### config.mk
export PLATFORM = sky130hd
export DESIGN_NAME = johnson_decoder_8bit
export DESIGN_NICKNAME = d
export VERILOG_FILES = /design/src/rtl/johnson_decoder_8bit.sv
export SDC_FILE = /design/constraint.sdc
export NUM_CORES = 1
export LEC_CHECK = 0
export ABC_AREA = 1
export CAP_MARGIN = 30
export CORE_AREA = 2 2 67 69
export DETAILED_ROUTE_END_ITERATION = 8
export DIE_AREA = 0 0 69 71
export HOLD_SLACK_MARGIN = 0.02
export PLACE_DENSITY = 0.67
export SYNTH_ARGS = -nofsm -noshare
export SYNTH_HDL_FRONTEND = slang
export SYNTH_SLANG_ARGS = --single-unit
### constraint.sdc
create_clock -name clk -period 2.3 [get_ports clk]
set_input_delay 0.46 -clock clk [delete_from_list [all_inputs] [get_ports clk]]
set_output_delay 0.46 -clock clk [all_outputs]
set_load 0.02 [all_outputs]
### src/rtl/johnson_decoder_8bit.sv
// Johnson-code receiver: decodes a Johnson word to its index and monitors sequence integrity and lock.
// Optional build macro JOHNSON_DEC_AUTOCORRECT_EN: single-bit repair of a corrupted successor word.
module johnson_decoder_8bit #(
    parameter int WIDTH    = 8,
    parameter int LOCK_LEN = 3,
    parameter int ERRCNT_W = 8
) (
    input  logic                          clk,
    input  logic                          reset,
    input  logic [WIDTH-1:0]              code_in,
    input  logic                          code_valid,
    output logic [$clog2(2*WIDTH)-1:0]    index,
    output logic                          index_valid,
    output logic                          illegal,
    output logic                          skip,
    output logic                          restart,
    output logic                          locked,
    output logic [ERRCNT_W-1:0]           err_count
);

    localparam int SEQ_LEN = 2 * WIDTH;
    localparam int IDX_W   = $clog2(SEQ_LEN);
    localparam int RUN_W   = $clog2(LOCK_LEN + 1);
    localparam logic [IDX_W-1:0] LAST_IDX = IDX_W'(SEQ_LEN - 1);
    localparam logic [RUN_W-1:0] LOCK_RUN = RUN_W'(LOCK_LEN);

    typedef enum logic [1:0] {
        ST_HUNT   = 2'd0,
        ST_SYNC   = 2'd1,
        ST_LOCKED = 2'd2
    } state_e;

    typedef enum logic [2:0] {
        CLS_NONE    = 3'd0,
        CLS_ILLEGAL = 3'd1,
        CLS_CORR    = 3'd2,
        CLS_HOLD    = 3'd3,
        CLS_SUCC    = 3'd4,
        CLS_RESTART = 3'd5,
        CLS_SKIP    = 3'd6
    } cls_e;

    state_e                state_q, state_d;
    logic [RUN_W-1:0]      run_q, run_d;
    logic [IDX_W-1:0]      index_q, index_d;
    logic                  index_valid_q, index_valid_d;
    logic                  illegal_q, illegal_d;
    logic                  skip_q, skip_d;
    logic                  restart_q, restart_d;
    logic                  locked_q, locked_d;
    logic [ERRCNT_W-1:0]   err_count_q, err_count_d;

    logic [WIDTH-1:0]      pattern [SEQ_LEN];
    logic [SEQ_LEN-1:0]    match;
    logic                  dec_legal;
    logic [IDX_W-1:0]      dec_idx;
    logic [IDX_W-1:0]      succ_idx;
    logic                  corr_hit;
    logic                  err_event;
    cls_e                  cls;

    // Table of every legal state: k ones from the LSB, then the complements with z zeros from the LSB.
    generate
        for (genvar gi = 0; gi < SEQ_LEN; gi++) begin : g_pat
            localparam int ONES = (gi <= WIDTH) ? gi : gi - WIDTH;
            localparam logic [WIDTH-1:0] THERM =
                (ONES == 0) ? '0 : ({WIDTH{1'b1}} >> (WIDTH - ONES));
            if (gi <= WIDTH) begin : g_low
                assign pattern[gi] = THERM;
            end else begin : g_high
                assign pattern[gi] = ~THERM;
            end
            assign match[gi] = (code_in == pattern[gi]);
        end
    endgenerate

    assign dec_legal = |match;

    always_comb begin
        dec_idx = '0;
        for (int i = 0; i < SEQ_LEN; i++) begin
            if (match[i]) begin
                dec_idx = dec_idx | IDX_W'(i);
            end
        end
    end

    assign succ_idx = (index_q == LAST_IDX) ? '0 : index_q + 1'b1;

`ifdef JOHNSON_DEC_AUTOCORRECT_EN
    logic [WIDTH-1:0] succ_diff;
    assign succ_diff = code_in ^ pattern[succ_idx];
    // End bits must match the successor so the repair never crosses a half-cycle boundary.
    assign corr_hit  = !dec_legal && !succ_diff[WIDTH-1] && !succ_diff[0] &&
                       (succ_diff != '0) && ((succ_diff & (succ_diff - 1'b1)) == '0);
`else
    assign corr_hit  = 1'b0;
`endif

    // Priority order matters: prev index 0 or the last index can never reach the restart branch.
    always_comb begin
        cls = CLS_NONE;
        if (code_valid) begin
            if (!dec_legal) begin
                cls = corr_hit ? CLS_CORR : CLS_ILLEGAL;
            end else if (dec_idx == index_q) begin
                cls = CLS_HOLD;
            end else if (dec_idx == succ_idx) begin
                cls = CLS_SUCC;
            end else if (dec_idx == '0) begin
                cls = CLS_RESTART;
            end else begin
                cls = CLS_SKIP;
            end
        end
    end

    always_ff @(posedge clk or negedge reset) begin
        if (!reset) begin
            state_q       <= ST_HUNT;
            run_q         <= '0;
            index_q       <= '0;
            index_valid_q <= 1'b0;
            illegal_q     <= 1'b0;
            skip_q        <= 1'b0;
            restart_q     <= 1'b0;
            locked_q      <= 1'b0;
            err_count_q   <= '0;
        end else begin
            state_q       <= state_d;
            run_q         <= run_d;
            index_q       <= index_d;
            index_valid_q <= index_valid_d;
            illegal_q     <= illegal_d;
            skip_q        <= skip_d;
            restart_q     <= restart_d;
            locked_q      <= locked_d;
            err_count_q   <= err_count_d;
        end
    end

    always_comb begin
        state_d = state_q;
        run_d   = run_q;
        case (state_q)
            ST_HUNT: begin
                if (cls == CLS_HOLD || cls == CLS_SUCC || cls == CLS_RESTART || cls == CLS_SKIP) begin
                    state_d = ST_SYNC;
                    run_d   = '0;
                end
            end
            ST_SYNC: begin
                case (cls)
                    CLS_SUCC: begin
                        run_d = run_q + 1'b1;
                        if (run_q + 1'b1 >= LOCK_RUN) begin
                            state_d = ST_LOCKED;
                        end
                    end
                    CLS_RESTART, CLS_SKIP: run_d = '0;
                    CLS_ILLEGAL: begin
                        state_d = ST_HUNT;
                        run_d   = '0;
                    end
                    default: ;
                endcase
            end
            ST_LOCKED: begin
                if (cls == CLS_SKIP || cls == CLS_ILLEGAL) begin
                    state_d = ST_SYNC;
                    run_d   = '0;
                end
            end
            default: begin
                state_d = ST_HUNT;
                run_d   = '0;
            end
        endcase
    end

    assign err_event = (cls == CLS_ILLEGAL) || (cls == CLS_SKIP) || (cls == CLS_CORR);

    always_comb begin
        index_d       = index_q;
        index_valid_d = 1'b0;
        illegal_d     = 1'b0;
        skip_d        = 1'b0;
        restart_d     = 1'b0;
        locked_d      = (state_d == ST_LOCKED);
        err_count_d   = err_count_q;
        case (cls)
            CLS_ILLEGAL: illegal_d = 1'b1;
            CLS_CORR: begin
                index_d       = succ_idx;
                index_valid_d = 1'b1;
            end
            CLS_HOLD, CLS_SUCC: begin
                index_d       = dec_idx;
                index_valid_d = 1'b1;
            end
            CLS_RESTART: begin
                index_d       = dec_idx;
                index_valid_d = 1'b1;
                restart_d     = 1'b1;
            end
            CLS_SKIP: begin
                index_d       = dec_idx;
                index_valid_d = 1'b1;
                skip_d        = 1'b1;
            end
            default: ;
        endcase
        if (err_event && (err_count_q != {ERRCNT_W{1'b1}})) begin
            err_count_d = err_count_q + 1'b1;
        end
    end

    assign index       = index_q;
    assign index_valid = index_valid_q;
    assign illegal     = illegal_q;
    assign skip        = skip_q;
    assign restart     = restart_q;
    assign locked      = locked_q;
    assign err_count   = err_count_q;

endmodule

==> flow_summary.yaml <==
sta:
  max_freq_mhz: 486
  final_hold_viol_count: 0
  finalCritPeriodShare: 0.896
  fin_tns_setup_ps: 0
  fin_crit_ps: 2060
  grt_setup_unrepaired: "false"
  setup_viol: 0
  worst_pin_slew_ps: 357
  slew_headroom: 0.761
  worst_clock_skew_ps: 0.654
  report.final.slew_viol_count: 0
clock_network:
  cts_tree: "yes"
  clk_pin_slew_ps: 70
  clock_path_buffers: 2
  ctsRootBufferMaster: "clkbuf_8"
  cts_hold_buf: 0
  clock_latency_ps: 260
  cts_buffers: 3
  cts_htree_levels: 1
  cts.sinks: 21
  post-cts-setup-buffer-count: 0
worst_setup_path:
  crit_type: "input port to register"
  crit_path_top_delay_cell: "dlygate4sd2_1"
  end_kind: "register"
  start_kind: "input port"
  cp.required_ps: 2450
  cp.arrival_ps: 2210
  r2r_slack_ps: 350
  path_cells: "dlygate4sd2_1 > nand3_1 > nor2_2 > nand2_2 > nand2_4 > nand2_1 > nand2_1 > nor2_2 > nand2_2 > nor2_4 > nor2_2 > nand2_4 > nand2_8 > nand2_8 > nand2_2 > nand2_1"
  crit_family: "simple AND/OR/NAND/NOR gates"
  cp_max_fo: 10
  critPathBufInv: 1
  max_stage_delay_ps: 390
placed_design:
  gp_congestion: 0.870
  port_buffers: 27
  hpwl_um: 3100
  place_area_mm2: 0.00228
floorplanning:
  core_mm2: 0.00420
  fp.dieW_um: 69
  io_pins: 28
  row_count: 24
  initial_core_util: 0.438
  dieHeight_um: 71
  die_area_mm2: 0.00490
final_layout:
  multi_input_area_mm2: 0.00118
  seqCellArea_um2: 526
  mostFrequentLayoutCells: "74 x nand2_1, 37 x nand3_1, 30 x inv_1, 23 x nand2_2, 21 x dfrtp_1"
  final_common_cell: "nand2_1"
  drive_above_1_share: 0.252
  stdcell_area_mm2: 0.00236
  antenna_cells: 0
  fillers: 416
  final_nets: 325
  synthToLayoutAreaGrowth_pct: 28.3
route:
  maxUsedRoutingLayer: "met4"
  drt_wl_total_um: 3840
  detail_route.vias_per_cell: 4.73
  drt-met1-wl_um: 1790
  routed-wl-met2_um: 1900
  drtIter0Drc: 42
  num_vias: 1712
  ant_nets: 0
  drc: 0
  dr.pass1.iters: 4
  met3WireLength_um: 103
  wire_per_inst_um: 10.6
job:
  maxCapViolCount: 0
synth:
  ys_ff_latch: 21
  synth_nets: 279
  yosysWarnings: 0
  postSynthCellCount: 265
  synth_cell_types: 26
  seq_area_frac_synth: 0.286
  synthesis.area_mm2: 0.00184
  avgSynthCellArea_um2: 6.95
power:
  power_density_mw_per_mm2: 636
  p_leak_nw: 1.28
  vdd_drop_max_mv: 0.219
grt:
  track_usage: 0.170
  grt_pass1_wl_um: 6980
  grt_max_degree: 22
  antenna_found_initial: 0
  grt_overflow: 0
  grt_pass1_vias: 1647
status:
  status: "finished, final reports clean"
worst_hold_path:
  min_path_type: "register to register"
## cells in the mapped netlist
cell / n / area, µm²
nand2_8: 2 / 40.0
nand2_2: 21 / 131
a21oi_4: 1 / 16.3
a21oi_1: 2 / 10.0
nand4_1: 4 / 25.0
buf_6: 2 / 22.5
inv_2: 5 / 18.8
nand3b_1: 1 / 7.51
nor3b_1: 1 / 7.51
nor3_4: 1 / 16.3
nor2_1: 16 / 60.1
nand3_1: 37 / 185
nor3_1: 4 / 20.0
nor2_2: 8 / 50.1
xor2_1: 5 / 43.8
o21ai_0: 7 / 35.0
inv_1: 30 / 113
nand4_2: 1 / 12.5
ha_1: 3 / 37.5
nor2_4: 7 / 78.8
nand3_2: 2 / 20.0
nand2_4: 5 / 56.3
dfrtp_1: 21 / 526
nand2_1: 76 / 285
buf_2: 1 / 5.00
xnor2_1: 2 / 17.5
## worst paths after layout
| path | start | end | cells after the start |
|---|---|---|---|
| setup / recovery | code_in[7] | err_count[2] | 16 |
| min in group asynchronous | reset | err_count[2] | 2 |
| hold / removal | run_q[1] | run_q[1] | 2 |
| hold reg to reg | run_q[1] | run_q[1] | 2 |
| setup reg to reg | index[0] | err_count[2] | 17 |
| max in group asynchronous | reset | illegal | 2 |
## kinds of logic after synthesis
kind of cell,after synthesis,share of synthesized area
DFF,21,0.286
and+or+nand+nor,186,0.541
buffers and inverters,38,0.0863
xor gates and xnor gates,7,0.0333
adders and majority gates,3,0.0204
AOI/OAI and AO/OA,10,0.0333
## layer usage
metal	global-route usage	vias up
met5	0	-
met4	0.0458	0
met3	0.0199	5
met2	0.306	28
met1	0.217	759
li1	-	920
## sequential cells by signal, indices dropped and copies added, names as in the netlist
register     flops
err_count        8
index            4
run_q            2
state_q          2
illegal          1
index_valid      1
locked           1
restart          1
skip             1
## where the power goes
group	switching, mW	total [mW]	internal, mW
combinational	0.416	0.742	0.326
sequential	0.0881	0.523	0.435
clock	0.113	0.236	0.123
## worst min-delay path: cells and delay by family, from the launching register on
kind             cells  cell delay (ps)
DFF                  1              370
and+or+nand+nor      2              110
## through the flow
step / cells / hold WS [ps] / utilization / worst slack (ps) / total power [mW]
global placement: 358 / 478 / 0.541 / -319 / 1.26
finish: 362 / 507 / 0.562 / 240 / 1.50
floorplan: 265 / 164 / - / 389 / 1.00
global route: 362 / 561 / 0.562 / 16.1 / 1.62
detailed placement: 358 / 493 / 0.541 / -328 / 1.27
CTS: 362 / 510 / 0.553 / 6.83 / 1.51
## layout make-up
cell class / instances / share of cell area
clock buffer: 4 / 0.0191
sequential: 21 / 0.223
tap: 52 / 0.0276
inverter: 35 / 0.0556
timing repair buffer: 44 / 0.174
multi-input combinational: 206 / 0.501
## timing repair
item / 4_1_cts / 5_1_grt
resized for setup: 3 / 12
endpoints found under the setup margin: 11 / 13
pin swaps: 0 / 1
(Power assumes the default switching activity.)
